**config.mk**
```make
export PLATFORM = sky130hd
export DESIGN_NAME = id_hazard_ctrl
export DESIGN_NICKNAME = d
export VERILOG_FILES = /design/src/rtl/id_hazard_ctrl.sv
export SDC_FILE = /design/constraint.sdc
export NUM_CORES = 1
export LEC_CHECK = 0
export ABC_AREA = 1
export BUFFER_PORTS_ARGS = -buffer_cell sky130_fd_sc_hd__buf_2
export CORE_AREA = 2 2 86 88
export CTS_BUF_LIST = sky130_fd_sc_hd__clkbuf_2 sky130_fd_sc_hd__clkbuf_4 sky130_fd_sc_hd__clkbuf_8
export CTS_CLUSTER_DIAMETER = 80
export CTS_CLUSTER_SIZE = 8
export DETAILED_ROUTE_END_ITERATION = 6
export DIE_AREA = 0 0 88 90
export HOLD_SLACK_MARGIN = 0.08
export SLEW_MARGIN = 15
export SYNTH_ARGS = -nofsm -noshare
export SYNTH_HDL_FRONTEND = slang
export SYNTH_SLANG_ARGS = --single-unit
```
**constraint.sdc**
```tcl
create_clock -name clk -period 2 [get_ports clk]
set_clock_uncertainty 0.1 [all_clocks]
set_input_delay 0 -clock clk [delete_from_list [all_inputs] [get_ports clk]]
set_output_delay 0 -clock clk [all_outputs]
set_load 0.02 [all_outputs]
```
**src/rtl/id_hazard_ctrl.sv**
```systemverilog
// ID-stage hazard controller: load-use / RAW detection against EX and MEM rd shadows,
// stall/flush/freeze pipeline controls, registered forwarding selects and a saturating stall counter.
module id_hazard_ctrl #(
  parameter int ENABLE_FWD = 1,
  parameter int CNT_W      = 16
) (
  input  logic             clk,
  input  logic             rst_n,
  input  logic             id_valid,
  input  logic [31:0]      id_inst,
  input  logic             ex_taken,
  input  logic             mem_busy,
  output logic             pc_hold,
  output logic             if_id_hold,
  output logic             if_id_flush,
  output logic             id_ex_bubble,
  output logic             pipe_freeze,
  output logic [1:0]       fwd_a,
  output logic [1:0]       fwd_b,
  output logic [CNT_W-1:0] stall_cnt
);

  localparam logic [6:0] OPC_LUI    = 7'b0110111;
  localparam logic [6:0] OPC_AUIPC  = 7'b0010111;
  localparam logic [6:0] OPC_IMM    = 7'b0010011;
  localparam logic [6:0] OPC_LOAD   = 7'b0000011;
  localparam logic [6:0] OPC_STORE  = 7'b0100011;
  localparam logic [6:0] OPC_BRANCH = 7'b1100011;
  localparam logic [6:0] OPC_JAL    = 7'b1101111;
  localparam logic [6:0] OPC_JALR   = 7'b1100111;
  localparam logic [6:0] OPC_OP     = 7'b0110011;

  typedef enum logic [1:0] {
    ST_RUN    = 2'd0,
    ST_STALL  = 2'd1,
    ST_FLUSH  = 2'd2,
    ST_FREEZE = 2'd3
  } state_t;

  logic [6:0] opcode_s;
  logic [4:0] rd_s, rs1_s, rs2_s;
  logic       uses_rs1_s, uses_rs2_s, writes_s, is_load_s, wr_s;
  logic       ldhaz_s, rawhaz_s;
  logic [1:0] fwd_a_nxt_s, fwd_b_nxt_s;
  state_t     state_s;
  logic       unused_bits_s;

  logic       ex_v_r, ex_ld_r, mem_v_r;
  logic [4:0] ex_rd_r, mem_rd_r;
  logic [1:0] fwd_a_r, fwd_b_r;
  logic [CNT_W-1:0] stall_cnt_r;

  assign opcode_s      = id_inst[6:0];
  assign rd_s          = id_inst[11:7];
  assign rs1_s         = id_inst[19:15];
  assign rs2_s         = id_inst[24:20];
  assign unused_bits_s = ^{id_inst[31:25], id_inst[14:12]};
  assign wr_s          = writes_s & (rd_s != 5'd0);

  // EX-stage priority over MEM; an unused source or a load in EX never forwards
  function automatic logic [1:0] fwd_sel(input logic used, input logic [4:0] rs,
                                         input logic exv, input logic [4:0] exrd, input logic exld,
                                         input logic memv, input logic [4:0] memrd);
    if (!used)                             fwd_sel = 2'b00;
    else if (exv && exrd == rs && !exld)   fwd_sel = 2'b01;
    else if (memv && memrd == rs)          fwd_sel = 2'b10;
    else                                   fwd_sel = 2'b00;
  endfunction

  // Register-usage decode of the ID instruction
  always_comb begin
    uses_rs1_s = 1'b0;
    uses_rs2_s = 1'b0;
    writes_s   = 1'b0;
    is_load_s  = 1'b0;
    if (id_valid) begin
      case (opcode_s)
        OPC_LUI, OPC_AUIPC, OPC_JAL: writes_s = 1'b1;
        OPC_JALR, OPC_IMM: begin
          uses_rs1_s = 1'b1;
          writes_s   = 1'b1;
        end
        OPC_LOAD: begin
          uses_rs1_s = 1'b1;
          writes_s   = 1'b1;
          is_load_s  = 1'b1;
        end
        OPC_OP: begin
          uses_rs1_s = 1'b1;
          uses_rs2_s = 1'b1;
          writes_s   = 1'b1;
        end
        OPC_STORE, OPC_BRANCH: begin
          uses_rs1_s = 1'b1;
          uses_rs2_s = 1'b1;
        end
        default: begin
          uses_rs1_s = 1'b0;
          uses_rs2_s = 1'b0;
        end
      endcase
    end else begin
      writes_s = 1'b0;
    end
  end

  // Hazard detection and the per-cycle priority decision
  always_comb begin
    ldhaz_s  = ex_v_r && ex_ld_r &&
               ((uses_rs1_s && ex_rd_r == rs1_s) || (uses_rs2_s && ex_rd_r == rs2_s));
    rawhaz_s = (ENABLE_FWD == 0) &&
               ((ex_v_r  && ((uses_rs1_s && ex_rd_r  == rs1_s) || (uses_rs2_s && ex_rd_r  == rs2_s))) ||
                (mem_v_r && ((uses_rs1_s && mem_rd_r == rs1_s) || (uses_rs2_s && mem_rd_r == rs2_s))));
    if (mem_busy)               state_s = ST_FREEZE;
    else if (ex_taken)          state_s = ST_FLUSH;
    else if (ldhaz_s || rawhaz_s) state_s = ST_STALL;
    else                        state_s = ST_RUN;
  end

  // Forwarding selects for the instruction about to enter EX
  always_comb begin
    if (ENABLE_FWD != 0 && state_s == ST_RUN) begin
      fwd_a_nxt_s = fwd_sel(uses_rs1_s, rs1_s, ex_v_r, ex_rd_r, ex_ld_r, mem_v_r, mem_rd_r);
      fwd_b_nxt_s = fwd_sel(uses_rs2_s, rs2_s, ex_v_r, ex_rd_r, ex_ld_r, mem_v_r, mem_rd_r);
    end else begin
      fwd_a_nxt_s = 2'b00;
      fwd_b_nxt_s = 2'b00;
    end
  end

  // Control outputs follow the current decision; reset forces them low asynchronously
  assign pc_hold      = rst_n & ((state_s == ST_FREEZE) | (state_s == ST_STALL));
  assign if_id_hold   = rst_n & ((state_s == ST_FREEZE) | (state_s == ST_STALL));
  assign pipe_freeze  = rst_n & (state_s == ST_FREEZE);
  assign if_id_flush  = rst_n & (state_s == ST_FLUSH);
  assign id_ex_bubble = rst_n & ((state_s == ST_FLUSH) | (state_s == ST_STALL));
  assign fwd_a        = fwd_a_r;
  assign fwd_b        = fwd_b_r;
  assign stall_cnt    = stall_cnt_r;

  // Shadow pipeline, forwarding registers and stall counter
  always_ff @(posedge clk or negedge rst_n) begin
    if (!rst_n) begin
      ex_v_r      <= 1'b0;
      ex_ld_r     <= 1'b0;
      ex_rd_r     <= 5'd0;
      mem_v_r     <= 1'b0;
      mem_rd_r    <= 5'd0;
      fwd_a_r     <= 2'b00;
      fwd_b_r     <= 2'b00;
      stall_cnt_r <= '0;
    end else begin
      if (state_s != ST_FREEZE) begin
        mem_v_r  <= ex_v_r;
        mem_rd_r <= ex_rd_r;
        fwd_a_r  <= fwd_a_nxt_s;
        fwd_b_r  <= fwd_b_nxt_s;
        if (state_s == ST_RUN) begin
          ex_v_r  <= wr_s;
          ex_rd_r <= rd_s;
          ex_ld_r <= is_load_s;
        end else begin
          ex_v_r  <= 1'b0;
          ex_rd_r <= 5'd0;
          ex_ld_r <= 1'b0;
        end
      end else begin
        mem_v_r <= mem_v_r;
      end
      if (state_s == ST_STALL && stall_cnt_r != {CNT_W{1'b1}}) begin
        stall_cnt_r <= stall_cnt_r + 1'b1;
      end else begin
        stall_cnt_r <= stall_cnt_r;
      end
    end
  end

endmodule
```
**Word-level counts from Yosys, hierarchy flattened**

Index checks and enable logic that the tools add are counted.

- Bitwise gates (word level): 7
- Reduce and logical (&&, ||, !) cells: 18
- Add/subtract/negate cells: 1
- Div/mod/pow operators: 0
- Multiply operators: 0
- Mux-type cells: 22
- Eq/ne operators: 18
- Order comparisons: 0
- Shift-type cells: 0

Operators with widths:

| operator | number |
|---|---|
| $eq A7 B6 Y1 const B | 3 |
| $eq A7 B7 Y1 const B | 3 |
| $eq A5 B5 Y1 | 4 |
| $mux W2 | 10 |
| $add A16 B1 Y16 const B | 1 |
| $ne A16 B16 Y1 const B | 1 |
| $eq A7 B5 Y1 const B | 2 |
| $logic_and A1 B1 Y1 | 11 |
| $mux W1 | 11 |
| $eq A7 B2 Y1 const B | 1 |
| $reduce_or A7 Y1 | 1 |
| $reduce_or A6 Y1 | 1 |
| $and A1 B1 Y1 | 5 |
| $mux W5 | 1 |
| $reduce_bool A5 Y1 | 1 |
| $eq A2 B2 Y1 const B | 2 |
| $reduce_or A3 Y1 | 1 |
| $eq A2 B1 Y1 const B | 1 |
| $logic_not A2 Y1 | 1 |
| $ne A2 B2 Y1 const B | 1 |
| $or A1 B1 Y1 | 2 |
| $logic_not A1 Y1 | 1 |
| $logic_or A1 B1 Y1 | 1 |

- Memories: 0
- Latch bits: 0
- Memory bits (read-only): 0
- Register bits after elaboration: 33
- Output and inout port bits: 25
- Bits in writable memories: 0
- Bits of input ports: 37
- Logic and storage cells: 74

**Depth between registers and ports, before layout**

Gate-level depths: netlist (run 1).

- Word-level depth: 13
- Mapped depth: 17
- Gate-level depth less buffers: 17

**Worst setup path after synthesis (run 1)**

OpenSTA, ideal clock, no wires.

- Path type: reg-to-reg
- Start point: register ex_rd_r[1]
- End point: register stall_cnt_r[4] (netlist: stall_cnt[4])
- Clock period less this slack: 1.947 ns
- Path buffers: 1
- Setup time: 0.122 ns
- Required time: 1.778 ns
- Data arrival time: 1.725 ns
- Cell stages (with the launch flop): 16
- Setup slack: 0.053 ns
- Path through: dfrtp_1 > inv_1 > nand2_1 > nand2_1 > nand3_1 > nor2_1 > nand3_1 > nand2_1 > nand2_1 > nand2_1 > ha_1 > o21ai_4 > nand2_4 > buf_6 > nand2_2 > xor2_2

- Longest elaborated chain between the ends: 9
- Elaborated cells on any way between the ends: 11
- Those cells by class: eq/ne: 3; mux: 3; reduce/logical: 5

Ends and longest elaborated chain:

| what | RTL line | text |
|---|---|---|
| start, declared | 49 | `logic [4:0] ex_rd_r, mem_rd_r;` |
| start signal, assigned | 160 | `ex_rd_r <= rd_s;` |
| $eq A5 B5 Y1 | 110 | `((uses_rs1_s && ex_rd_r == rs1_s) \|\| (uses_rs2_s && ex_rd_r == rs2_s));` |
| $logic_and A1 B1 Y1 | 110 |  |
| $logic_or A1 B1 Y1 (*) | 110 |  |
| $logic_and A1 B1 Y1 (*) | 109 | `ldhaz_s = ex_v_r && ex_ld_r &&` |
| $mux W1 (*) | 116 | `else if (ldhaz_s \|\| rawhaz_s) state_s = ST_STALL;` |
| $mux W2 (*) | 115 | `else if (ex_taken) state_s = ST_FLUSH;` |
| $mux W2 (*) | 114 | `if (mem_busy) state_s = ST_FREEZE;` |
| $eq A2 B1 Y1 (*) | 170 | `if (state_s == ST_STALL && stall_cnt_r != {CNT_W{1'b1}}) begin` |
| $logic_and A1 B1 Y1 (*) | 170 |  |
| end signal, assigned | 171 | `stall_cnt_r <= stall_cnt_r + 1'b1;` |
| end signal, assigned | 173 | `stall_cnt_r <= stall_cnt_r;` |
| end, declared | 51 | `logic [CNT_W-1:0] stall_cnt_r;` |

Mark *: on every way between the ends. The rest lies on a longest branch, timed or not.
A chain may end at the register's enable or synchronous reset.

**Worst setup path after layout (run 1)**

- Start point: register ex_rd_r[0]
- End point: register stall_cnt_r[3] (netlist: stall_cnt[3])

The elaborated chain is that of the path after synthesis.

==> results of run 1 <==
-- cell type report --
class	count	area [sq um]
Tap cell	99	123.9
Fill cell	684	3870
Multi-Input combinational cell	177	1330
Inverter	36	140.1
Sequential cell	33	827.0
Clock inverter	2	10.01
Timing Repair Buffer	90	643.1
Clock buffer	6	76.32
-- registers in the layout (all words and copies together), names as in the netlist --
name and count:
ex_ld_r 1, ex_rd_r 5, stall_cnt 16, fwd_a 2, mem_v_r 1, fwd_b 2, ex_v_r 1, mem_rd_r 5
-- through the flow --
stage	TNS, ns	instance area [sq um]	worst slack, ns
after floorplan	0	2023	0.05258
after global placement	-1.158	2489	-0.1464
after detailed placement	-1.374	2489	-0.1908
after CTS	-0.5716	2815	-0.08535
after global routing	-4.577	3151	-0.2558
final	-1.716	3151	-0.1637
-- routing by layer --
layer,track usage (%),up-vias,wire length (microns)
met5,0,-,0
met4,4.615,0,36
met3,2.938,6,308
met2,25.69,60,3029
met1,18.35,917,2467
li1,-,970,-
-- cell usage after synthesis --
cell type / number
nand2_1: 55
dfrtp_1: 33
o31ai_1: 1
o21ai_1: 2
xor2_2: 3
nor4_1: 2
buf_6: 1
nand2_2: 7
nor3_2: 2
o22ai_1: 3
o21ai_0: 12
a21oi_1: 2
xnor2_1: 13
nor3_1: 5
o211ai_1: 1
o21ai_4: 1
nand3_1: 16
inv_2: 6
o32ai_1: 1
nor2_1: 21
xor2_1: 16
inv_1: 29
clkinv_1: 1
nand4_1: 5
nor3_4: 1
nand2_4: 2
buf_4: 1
clkbuf_1: 2
ha_1: 3
nand3_2: 2
-- what timing repair did --
item,in CTS,in global routing
setup buffers,4,3
gates cloned,1,0
endpoints found under the hold margin,50,0
endpoints found under the setup margin,19,37
pin swaps,0,28
hold buffers,17,0
gates resized for setup,9,74
-- power breakdown --
part	total [mW]	switching [mW]	leakage, nW	internal (mW)
sequential	0.861	0.107	0.423	0.754
clock	0.517	0.262	0.0484	0.255
combinational	0.713	0.435	1.11	0.278
-- path summary, 6_finish.rpt --
path / from / to / slack (ns) / depth (start not counted)
worst max-delay path: ex_rd_r[0] / stall_cnt[3] / -0.16 / 13
worst min-delay path: id_inst[3] / ex_v_r / 0.07 / 5
worst max register to register: ex_rd_r[0] / stall_cnt[3] / -0.16 / 13
worst min register to register: fwd_b[1] / fwd_b[1] / 0.39 / 2
max in group asynchronous: rst_n / ex_ld_r / 0.14 / 4
min in group asynchronous: rst_n / stall_cnt[0] / 0.56 / 3
-- cell usage in the layout, fill, tap and decap left out, types with 5 or more instances in the layout --
master,instances
nand2_4,12
buf_4,13
buf_2,48
nand2_1,46
dfrtp_1,32
xnor2_1,10
nand3_1,8
inv_1,25
xor2_2,5
o21ai_0,7
nand2_2,6
buf_6,12
nor2_1,16
inv_2,8
nand3_2,8
xor2_1,14
o21ai_1,5
dlygate4sd3_1,17
nand4_1,5
clkbuf_8,5
-- cells by family after synthesis --
family                     Yosys count  synth area share, %
buffers and inverters               40                7.977
and+or+nand+nor                    118                27.52
AOI/OAI and AO/OA                   23                6.865
xor gates and xnor gates            32                14.97
DFF                                 33                40.82
adders and majority gates            3                1.855
-- worst max-delay path, cell delays in order (launching register included) --
cell	delay (ns)
dfrtp_1	0.43
xnor2_1	0.20
nand3_2	0.13
nor2_4	0.15
nand3_2	0.08
nand2_2	0.09
nand2_4	0.06
nand2_4	0.10
ha_4	0.17
o21ai_4	0.10
nand2_8	0.13
buf_6	0.12
nand2_4	0.04
xnor2_2	0.13
==> flow_metrics.env, run 1 <==
export IMPL_syn_area_sq_um=2023
export IMPL_htree_levels=2
export IMPL_clock_fmax_mhz=462.2
export IMPL_grt_usage_pct=14.88
export IMPL_synth_distinct_cells=30
export IMPL_finalSetupViolCount=19
export IMPL_die_w_microns=88
export IMPL_insertedDiodeCount=0
export IMPL_synthTopCellsByArea="dfrtp_1, nand2_1, xor2_1"
export IMPL_crit_type="reg -> reg"
export IMPL_cts_buffers_inserted=5
export IMPL_worst_slack_ns=-0.1637
export IMPL_clock_path_buffers=2
export IMPL_syn_nets=289
export IMPL_synthCells=249
export IMPL_clkSlewWorstSetupHoldPaths_ns=0.07
export IMPL_root_buffer="clkbuf_8"
export IMPL_p_per_area_nw_per_um2=663.7
export IMPL_avgSynthCellArea_sq_um=8.125
export IMPL_outcome="finished, violations left"
export IMPL_vias_per_cell=4.409
export IMPL_grt_pass1_wl_microns=9108
export IMPL_area_growth_pct=55.72
export IMPL_die_y_microns=90
export IMPL_place_hpwl_microns=3993
export IMPL_clock_sinks=33
export IMPL_nNetsFinal=383
export IMPL_vdd_ir_drop_worst_mv=0.6549
export IMPL_portBuffers=51
export IMPL_overflow=0
export IMPL_max_slew_margin_rel_pct=64.02
export IMPL_period_minus_slack_ns=2.164
export IMPL_io_pins=62
export IMPL_clk_latency_ns=0.30
export IMPL_grt_pass1_vias=1963
export IMPL_slew_viol_final=0
export IMPL_vias=1953
export IMPL_post_route_util_pct=44.88
export IMPL_leakage_nw=1.578
export IMPL_dp_cells=410
export IMPL_wirelength_microns=5841
export IMPL_worstHoldPathType="in -> reg"
export IMPL_start_kind="register"
export IMPL_gp_congestion=0.8510
export IMPL_core_area_sq_um=7020
export IMPL_fin_hold_ws_ns=0.07184
export IMPL_antenna_found_initial=0
export IMPL_maxCapViolations=0
export IMPL_fp_row_count=31
export IMPL_end_kind="register"
export IMPL_timing_final_crit_share_pct=108.2
export IMPL_layout_drive_gt1_share_pct=43.02
export IMPL_seq_area_frac_synth_pct=40.82
export IMPL_drt_iter0_drc=56
export IMPL_cts_tree="done"
export IMPL_yosysWarnings=0
export IMPL_wl_per_cell_microns=13.19
export IMPL_drtPass1Iterations=4
export IMPL_netlist_area_leader_share_pct=40.82
export IMPL_die_area_sq_um=7920
export IMPL_critPathArrivalTime_ns=2.24
export IMPL_fin_cells=443
export IMPL_cp_max_fo=7
export IMPL_violations="negative setup slack"
export IMPL_rsz0062_at_grt="yes"
export IMPL_remaining_drc_errors=0
export IMPL_cp_required_ns=2.08
export IMPL_synth_area_leader_cell="dfrtp_1"
export IMPL_worst_pin_slew_ns=0.5348
export IMPL_ant_nets=0
export IMPL_synth_seq_cells=33
export IMPL_grt_max_degree=21
export IMPL_p_total_mw=2.091
export IMPL_start_util_pct=28.82
export IMPL_finalHoldViolCount=0
(Power assumes the default switching activity.)
==> inputs of run 2 (changes only) <==
--- a/config.mk
+++ b/config.mk
@@ -5,14 +5,14 @@
 export SDC_FILE = /design/constraint.sdc
 export NUM_CORES = 1
 export LEC_CHECK = 0
-export ABC_AREA = 1
+export ABC_AREA = 0
 export BUFFER_PORTS_ARGS = -buffer_cell sky130_fd_sc_hd__buf_2
-export CORE_AREA = 2 2 86 88
+export CORE_AREA = 2 2 82 84
 export CTS_BUF_LIST = sky130_fd_sc_hd__clkbuf_2 sky130_fd_sc_hd__clkbuf_4 sky130_fd_sc_hd__clkbuf_8
 export CTS_CLUSTER_DIAMETER = 80
 export CTS_CLUSTER_SIZE = 8
 export DETAILED_ROUTE_END_ITERATION = 6
-export DIE_AREA = 0 0 88 90
+export DIE_AREA = 0 0 84 86
 export HOLD_SLACK_MARGIN = 0.08
 export SLEW_MARGIN = 15
 export SYNTH_ARGS = -nofsm -noshare
==> flow_metrics.env, run 2 <==
export IMPL_outcome="finished, violations left"
export IMPL_period_minus_slack_ns=2.400
export IMPL_synth_area_leader_cell="dfrtp_1"
export IMPL_end_kind="register"
export IMPL_gp_congestion=0.7825
export IMPL_drt_iter0_drc=84
export IMPL_vias_per_cell=4.734
export IMPL_clock_fmax_mhz=416.6
export IMPL_drtPass1Iterations=6
export IMPL_grt_pass1_wl_microns=8473
export IMPL_die_y_microns=86
export IMPL_slew_viol_final=0
export IMPL_clock_sinks=33
export IMPL_p_total_mw=1.935
export IMPL_core_area_sq_um=6277
export IMPL_clock_path_buffers=2
export IMPL_ant_nets=0
export IMPL_synthCells=171
export IMPL_vias=1690
export IMPL_clk_latency_ns=0.28
export IMPL_die_area_sq_um=7224
export IMPL_finalSetupViolCount=30
export IMPL_seq_area_frac_synth_pct=44.87
export IMPL_clkSlewWorstSetupHoldPaths_ns=0.07
export IMPL_htree_levels=2
export IMPL_violations="negative setup slack"
export IMPL_timing_final_crit_share_pct=120.0
export IMPL_die_w_microns=84
export IMPL_synth_commonest_cells="dfrtp_1, xor2_1, nand2_1"
export IMPL_yosysWarnings=0
export IMPL_start_kind="register"
export IMPL_max_slew_margin_rel_pct=69.58
export IMPL_io_pins=62
export IMPL_worstHoldPathType="in -> reg"
export IMPL_largest_reg_flops=16
export IMPL_grt_usage_pct=14.73
export IMPL_worst_slack_ns=-0.4001
export IMPL_netlist_area_leader_share_pct=44.87
export IMPL_critical_path_max_stage_delay_ns=0.41
export IMPL_synth_edff_count=0
export IMPL_portBuffers=51
export IMPL_final_common_cell="buf_2"
export IMPL_crit_slowest_cell="dfrtp_1"
export IMPL_grt_pass1_vias=1730
export IMPL_crit_type="reg -> reg"
export IMPL_fin_hold_ws_ns=0.09886
export IMPL_cts_buffers_inserted=5
export IMPL_ys_flop_type="dfrtp_1"
export IMPL_multi_input_area_sq_um=1202
export IMPL_critPathArrivalTime_ns=2.46
export IMPL_synth_distinct_cells=40
export IMPL_fp_row_count=29
export IMPL_synthTopCellsByArea="dfrtp_1, xor2_1, xnor2_1"
export IMPL_avgSynthCellArea_sq_um=10.76
export IMPL_synth_seq_cells=33
export IMPL_start_util_pct=29.32
export IMPL_cp_required_ns=2.06
export IMPL_layout_common_cells="buf_2, buf_4, dfrtp_1"
export IMPL_yosys_cell_count_top_type="dfrtp_1"
export IMPL_wl_per_cell_microns=14.56
export IMPL_worst_pin_slew_ns=0.4548
export IMPL_cts_tree="done"
export IMPL_nNetsFinal=319
export IMPL_insertedDiodeCount=0
export IMPL_cp_cell_sequence="xor2_1, nor2_2, and4_1, a31o_4, a21o_1, ha_4, nand2_4, a2111oi_4, buf_4, nand2_2, xnor2_1"
export IMPL_p_per_area_nw_per_um2=648.9
export IMPL_root_buffer="clkbuf_8"
export IMPL_nFillCells=604
export IMPL_remaining_drc_errors=0
export IMPL_layout_drive_gt1_share_pct=49.64
export IMPL_synthArstFlopShare_pct=100.0
export IMPL_area_growth_pct=62.07
export IMPL_place_hpwl_microns=3533
export IMPL_antenna_found_initial=0
export IMPL_cp_max_fo=4
export IMPL_wirelength_microns=5199
export IMPL_seq_area_sq_um=825.8
export IMPL_rsz0062_at_grt="yes"
export IMPL_post_route_util_pct=47.52
export IMPL_leakage_nw=1.484
export IMPL_finalHoldViolCount=0
export IMPL_syn_nets=211
export IMPL_maxCapViolations=0
export IMPL_crit_buf_inv=1
export IMPL_cp_top_family="compound AO/OA/AOI/OAI gates"
export IMPL_overflow=0
export IMPL_grt_max_degree=25
export IMPL_vdd_ir_drop_worst_mv=0.3217
export IMPL_syn_area_sq_um=1841
==> run 2: what timing repair did <==
action | in CTS | in global routing
endpoints found under the hold margin | 41 | 0
hold buffers | 16 | 0
pin swaps | 10 | 14
endpoints found under the setup margin | 28 | 30
buffers inserted | 12 | 4
resized for setup | 18 | 18
==> run 2: path summary, 6_finish.rpt <==
check	start	endpoint	slack (ns)	cells past startpoint
max in group asynchronous	rst_n	mem_v_r	0.73	3
setup reg to reg	ex_rd_r[1]	stall_cnt[8]	-0.40	11
hold reg to reg	fwd_b[0]	fwd_b[0]	0.37	2
min in group asynchronous	rst_n	ex_rd_r[2]	0.28	3
setup / recovery	ex_rd_r[1]	stall_cnt[8]	-0.40	11
hold / removal	id_inst[19]	fwd_a[1]	0.1	4
==> run 2: layout make-up <==
cell class | instances | share of cell area, %
Sequential cell | 33 | 27.68
Timing Repair Buffer | 105 | 24.62
Clock buffer | 7 | 3.020
Inverter | 1 | 0.1258
Clock inverter | 1 | 1.007
Multi-Input combinational cell | 133 | 40.31
Tap cell | 77 | 3.230
==> run 2: worst register-to-register path: stages, from the launching register on <==
cell and delay [ns]:
dfrtp_1 0.41, xor2_1 0.17, nor2_2 0.13, and4_1 0.24, a31o_4 0.13, a21o_1 0.16
ha_4 0.18, nand2_4 0.07, a2111oi_4 0.32, buf_4 0.20, nand2_2 0.05, xnor2_1 0.13
==> run 2: power by group <==
part | switching (mW) | internal [mW]
Combinational | 0.235 | 0.233
Clock | 0.255 | 0.420
Sequential | 0.0738 | 0.720
==> run 2: cell families after synthesis <==
family,Yosys count,share of synthesized area [%]
simple gates,68,21.75
xor+xnor,34,16.18
flops,33,44.87
compound gates,21,9.654
mux,7,4.282
buf+inv,5,1.224
fa+ha+maj,3,2.040
==> run 2: per-stage QoR <==
step | setup slack [ns] | cells | area, sq um | setup TNS [ns]
2_1_floorplan | -0.1427 | 171 | 1914 | -1.033
3_3_place_gp | -0.3969 | 319 | 2427 | -3.886
3_5_place_dp | -0.3926 | 319 | 2427 | -4.475
4_1_cts | -0.2934 | 355 | 2882 | -4.694
5_1_grt | -0.5556 | 357 | 2983 | -8.776
6_report | -0.4001 | 357 | 2983 | -4.681
==> run 2: layer usage <==
layer | track usage, % | vias to the layer above | routed length, microns
met3 | 2.599 | 8 | 149
met1 | 18.07 | 820 | 2314
met4 | 5.425 | 0 | 106
li1 | - | 830 | -
met2 | 25.96 | 32 | 2629
met5 | 0 | - | 0
